### config.mk
export PLATFORM = sky130hd
export DESIGN_NAME = card_dealer
export DESIGN_NICKNAME = d
export VERILOG_FILES = /design/src/rtl/card_dealer.sv
export SDC_FILE = /design/constraint.sdc
export NUM_CORES = 1
export LEC_CHECK = 0
export ABC_AREA = 1
export CORE_ASPECT_RATIO = 1.1
export CORE_UTILIZATION = 55
export DETAILED_ROUTE_END_ITERATION = 7
export PLACE_DENSITY = 0.75
export SYNTH_ARGS = -nofsm -noshare
export SYNTH_HDL_FRONTEND = slang
export SYNTH_SLANG_ARGS = --single-unit
### constraint.sdc
create_clock -name clk -period 6.01 [get_ports clk]
set_clock_uncertainty 0.1 [all_clocks]
set_input_delay 0.9015 -clock clk [delete_from_list [all_inputs] [get_ports clk]]
set_output_delay 0.9015 -clock clk [all_outputs]
set_load 0.05 [all_outputs]
### src/rtl/card_dealer.sv
// card_dealer: deals two five-card hands of distinct codes (0..NUM_CARDS-1)
// from a single deck per request, using a free-running 16-bit Galois LFSR
// with rejection sampling. Slots fill in order a1..a5, b1..b5.
module card_dealer #(
  parameter logic [15:0] LFSR_SEED = 16'hACE1,
  parameter int unsigned NUM_CARDS = 52
) (
  input  logic       clk,
  input  logic       rst_n,
  input  logic       deal,
  output logic [5:0] a1,
  output logic [5:0] a2,
  output logic [5:0] a3,
  output logic [5:0] a4,
  output logic [5:0] a5,
  output logic [5:0] b1,
  output logic [5:0] b2,
  output logic [5:0] b3,
  output logic [5:0] b4,
  output logic [5:0] b5,
  output logic       valid,
  output logic       busy,
  output logic [3:0] dealt_cnt
);

  // An all-zero seed would lock the LFSR; fall back to 1.
  localparam logic [15:0] SeedEff  = (LFSR_SEED == 16'h0000) ? 16'h0001 : LFSR_SEED;
  localparam logic [15:0] Taps     = 16'hB400;
  localparam int unsigned NumSlots = 10;

  typedef enum logic [1:0] {StIdle, StClear, StDraw, StDone} state_e;

  state_e               state_q, state_d;
  logic [15:0]          lfsr_q, lfsr_d;
  logic [NUM_CARDS-1:0] used_q, used_d;
  logic [3:0]           cnt_q, cnt_d;
  logic [5:0]           slot_q [NumSlots];
  logic [5:0]           slot_d [NumSlots];
  logic                 valid_q, valid_d;

  logic [5:0]  cand;
  logic [63:0] used_ext;
  logic        in_range;
  logic        accept;

  // Candidate comes from the pre-update LFSR value; out-of-deck codes never index used_q.
  assign cand     = lfsr_q[5:0];
  assign used_ext = 64'(used_q);
  assign in_range = (32'(cand) < NUM_CARDS);
  assign accept   = in_range && !used_ext[cand];

  // LFSR advances every cycle regardless of state.
  always_comb begin
    lfsr_d = {1'b0, lfsr_q[15:1]} ^ (lfsr_q[0] ? Taps : 16'h0000);
  end

  // Next-state logic: deal sequencing, used-mask bookkeeping and slot fill.
  always_comb begin
    state_d = state_q;
    used_d  = used_q;
    cnt_d   = cnt_q;
    slot_d  = slot_q;
    valid_d = valid_q;
    unique case (state_q)
      StIdle: begin
        if (deal) state_d = StClear;
      end
      StClear: begin
        used_d  = '0;
        cnt_d   = 4'd0;
        valid_d = 1'b0;
        state_d = StDraw;
      end
      StDraw: begin
        if (accept) begin
          used_d[cand] = 1'b1;
          for (int i = 0; i < NumSlots; i++) begin
            if (cnt_q == 4'(i)) slot_d[i] = cand;
          end
          cnt_d = cnt_q + 4'd1;
          // Final card and valid land on the same edge.
          if (cnt_q == 4'(NumSlots - 1)) begin
            state_d = StDone;
            valid_d = 1'b1;
          end
        end
      end
      StDone: begin
        if (deal) begin
          state_d = StClear;
          valid_d = 1'b0;
        end
      end
      default: state_d = StIdle;
    endcase
  end

  // State registers with asynchronous active-low reset.
  always_ff @(posedge clk or negedge rst_n) begin
    if (!rst_n) begin
      state_q <= StIdle;
      lfsr_q  <= SeedEff;
      used_q  <= '0;
      cnt_q   <= 4'd0;
      slot_q  <= '{default: '0};
      valid_q <= 1'b0;
    end else begin
      state_q <= state_d;
      lfsr_q  <= lfsr_d;
      used_q  <= used_d;
      cnt_q   <= cnt_d;
      slot_q  <= slot_d;
      valid_q <= valid_d;
    end
  end

  assign a1        = slot_q[0];
  assign a2        = slot_q[1];
  assign a3        = slot_q[2];
  assign a4        = slot_q[3];
  assign a5        = slot_q[4];
  assign b1        = slot_q[5];
  assign b2        = slot_q[6];
  assign b3        = slot_q[7];
  assign b4        = slot_q[8];
  assign b5        = slot_q[9];
  assign valid     = valid_q;
  assign busy      = (state_q == StClear) || (state_q == StDraw);
  assign dealt_cnt = cnt_q;

endmodule
==> results_dict.tcl <==
set metrics [dict create \
    p_int_w 0.001484 \
    cpPeakStageDelay_ns 0.90 \
    yosys.cell_types.count 25 \
    tns_ns 0 \
    power_frac_comb 0.010 \
    synth_area_mm2 0.006759 \
    drt_wl_total_mm 15.86 \
    synth_edf_count 0 \
    leakage_nw 3.875 \
    first_global_vias 5379 \
    cp_slowest_cell "nand2_4" \
    io_buffer_count 68 \
    overflow 0 \
    worstSetupStartpointType "register" \
    cp.arrival_ns 4.00 \
    initial_core_util 0.5641 \
    p_per_area_mw_per_mm2 239.9 \
    rr_startpoint "lfsr_q[0]$_DFF_PN1_" \
    grt_usage 0.2692 \
    wl_per_cell_um 15.35 \
    hold_start "lfsr_q[7]$_DFF_PN1_" \
    worst_hold_slack_ns 0.2484 \
    htreeDepth 4 \
    diodes 0 \
    path_buf_inv 2 \
    drt_iter0_drc 356 \
    cts_sinks 135 \
    fp-row-count 42 \
    p_clk_frac 0.513 \
    synthCells 815 \
    yosysTopAreaCell "dfrtp_1" \
    cp_cell_sequence "buf_4, nand2_1, nand2_1, nand2_1, nand2_1, nand2_1, nand2_1, nand2_1, nand2_1, nor2_2, nand2_4, nand2_4, nand2_4, buf_4, nand2_2, o21ai_2" \
    grt_pass1_wl_mm 26.57 \
    antenna_found_initial 0 \
    switchingPower_w 0.0004200 \
    synthTopCellsByCount "nand2_1, dfrtp_1, nand3_1" \
    max_slew_margin 0.1948 \
    yosysWarnings 0 \
    ir_drop_v 0.0001572 \
    worstHoldPathType "register to register" \
    fp.dieW_um 107.7 \
    maxCapViolCount 0 \
    rsz0062_at_grt "no" \
    hpwlAfterDp_mm 10.15 \
    status "complete, no violations" \
    avgSynthCellArea_um2 8.293 \
    endpoint_kind "register" \
    crit_type "register to register" \
    ys_ff_latch 135 \
    yosysMostFrequentCell "nand2_1" \
    via_per_inst 5.387 \
    ys_seq_area_frac 0.5013 \
    dr.pass1.iters 7 \
    synth_area_leaders "dfrtp_1, nand2_1, o21ai_2" \
    cts_root_buffer "clkbuf_16" \
    cts_made_buffers 17 \
    synthFlopType "dfrtp_1" \
    cpLargestDelayFamily "simple AND/OR/NAND/NOR gates" \
    post-cts-setup-buffers 0 \
    cp.required_ns 6.25 \
    async_flop_share 1.000 \
    setup_violations 0 \
    post-route-drc-count 0 \
    cp_max_fo 92 \
    n_fill_cell 999 \
    cts-hold-fix-buffers 0 \
    area_growth_syn_to_layout_pct 17.42 \
    hold_viol 0 \
    clk_latency_ns 0.41 \
    cts.clk_slew.worst_paths_ns 0.06 \
    coreArea_mm2 0.01198 \
    min_period_over_period 0.6246 \
    routabilityCongestion 0.9177 \
    ant_nets 0 \
    cts_tree "yes" \
    p_seq_frac 0.478 \
    multi_input_area_mm2 0.002965 \
    final_nets 876 \
    ios 69 \
    period_minus_slack_ns 3.754 \
    num_vias 5565 \
    critPathLaunch "lfsr_q[0]$_DFF_PN1_" \
    worst_slew_pin_slew_ns 1.207 \
    die_area_mm2 0.01274 \
    synth_top_area_frac 0.4702 \
    clock_path_buffers 2 \
    ctsResizeCount 0 \
    drive_gt1_frac 0.1570 \
    grt_max_degree 93 \
    fmax_ghz 0.2664 \
    synth_nets 825 \
    maxSlewViolCount 0 \
    seqCellArea_mm2 0.003388 \
    die_h_um 118.3 \
    swShare 0.2205 \
    crit_top_cell "nand2_1" \
]
==> path summary, 6_finish.rpt <==
kind | to | slack (ns) | depth (start not counted)
min in group asynchronous | a3[3]$_DFFE_PN0P_ | 0.58 | 1
worst max register to register | used_q[7]$_DFFE_PN0P_ | 2.26 | 16
max in group asynchronous | used_q[29]$_DFFE_PN0P_ | 4.01 | 2
worst min register to register | lfsr_q[6]$_DFF_PN1_ | 0.25 | 0
worst min-delay path | lfsr_q[6]$_DFF_PN1_ | 0.25 | 0
worst max-delay path | used_q[7]$_DFFE_PN0P_ | 2.26 | 16
==> power by group through the flow <==
stage               Combinational, W  Clock [W]  Sequential, W
finish                     0.0000187   0.000976       0.000909
global route               0.0000223    0.00103       0.000909
CTS                        0.0000200   0.000992       0.000909
detailed placement         0.0000200          0       0.000926
global placement           0.0000195          0       0.000926
floorplan               0.0000000105          0       0.000926
==> cells by family (layout without fill, tap and decap cells) <==
family                     count (synthesis)  in the layout  share of synthesized area
and+or+nand+nor                          480            480                     0.3075
buffers and inverters                     73            137                    0.06072
DFF                                      135            135                     0.5013
AOI/OAI and AO/OA                        115            115                     0.1111
xor gates and xnor gates                   5              5                   0.006479
adders and majority gates                  7              7                    0.01296
==> cell type report <==
cell class / count / area share
clock buffers: 19 / 0.05455
clock inverters: 13 / 0.01577
inverters: 33 / 0.01561
multi-input cells: 607 / 0.3736
flip-flops and latches: 135 / 0.4269
well taps: 154 / 0.02428
repair buffers: 72 / 0.08923
==> cells in the final DEF (no fill, tap or decap) <==
master	count
inv_1	30
clkinv_4	3
ha_1	7
o21ai_2	46
buf_4	5
nor2_1	65
nand2_1	290
inv_6	2
nor3_1	5
clkinvlp_4	4
nor2_8	1
inv_8	1
clkbuf_1	2
clkbuf_16	17
clkinv_2	2
or2_1	1
nand3_1	71
o21ai_1	12
bufinv_16	1
o211ai_1	1
nand2_4	10
or2_2	2
o21ai_0	56
nand4_1	2
nand2_2	30
dfrtp_1	127
dfstp_2	8
xor2_1	5
nor2_2	3
inv_2	3
clkdlybuf4s50_1	67
==> worst reg2reg max path: stages, from the launching register on <==
cell	delay (ns)
dfstp_2	0.76
buf_4	0.44
nand2_1	0.11
nand2_1	0.08
nand2_1	0.04
nand2_1	0.09
nand2_1	0.05
nand2_1	0.10
nand2_1	0.05
nand2_1	0.09
nor2_2	0.06
nand2_4	0.10
nand2_4	0.08
nand2_4	0.90
buf_4	0.49
nand2_2	0.09
o21ai_2	0.07
==> state kept, by name, summed over array words and instances (netlist names), 4 cells and up <==
signal and count:
used_q 52, lfsr_q 16, a1 6, a2 6
a3 6, a4 6, a5 6, b1 6
b2 6, b3 6, b4 6, b5 6
dealt_cnt 4
==> through the flow <==
stage / power (W) / std cells / utilization / cell area, um2 / setup WS (ns)
3_3_place_gp: 0.0009451 / 1001 / 0.6158 / 7378 / 2.386
6_report: 0.001904 / 1033 / 0.6624 / 7936 / 2.256
4_1_cts: 0.001921 / 1033 / 0.6624 / 7936 / 2.300
3_5_place_dp: 0.0009456 / 1001 / 0.6158 / 7378 / 2.321
2_1_floorplan: 0.0009259 / 815 / - / 6759 / 3.889
5_1_grt: 0.001961 / 1033 / 0.6624 / 7936 / 1.942
==> per-layer routing <==
metal  GRT usage  vias to the layer above  share of wire
met5           0                        -              0
met4      0.1113                        0          0.026
met3     0.05902                       39          0.063
met2      0.4211                      196           0.48
met1      0.3618                     2613           0.43
li1            -                     2717              -
No activity file was read; power rests on OpenSTA's default activity.
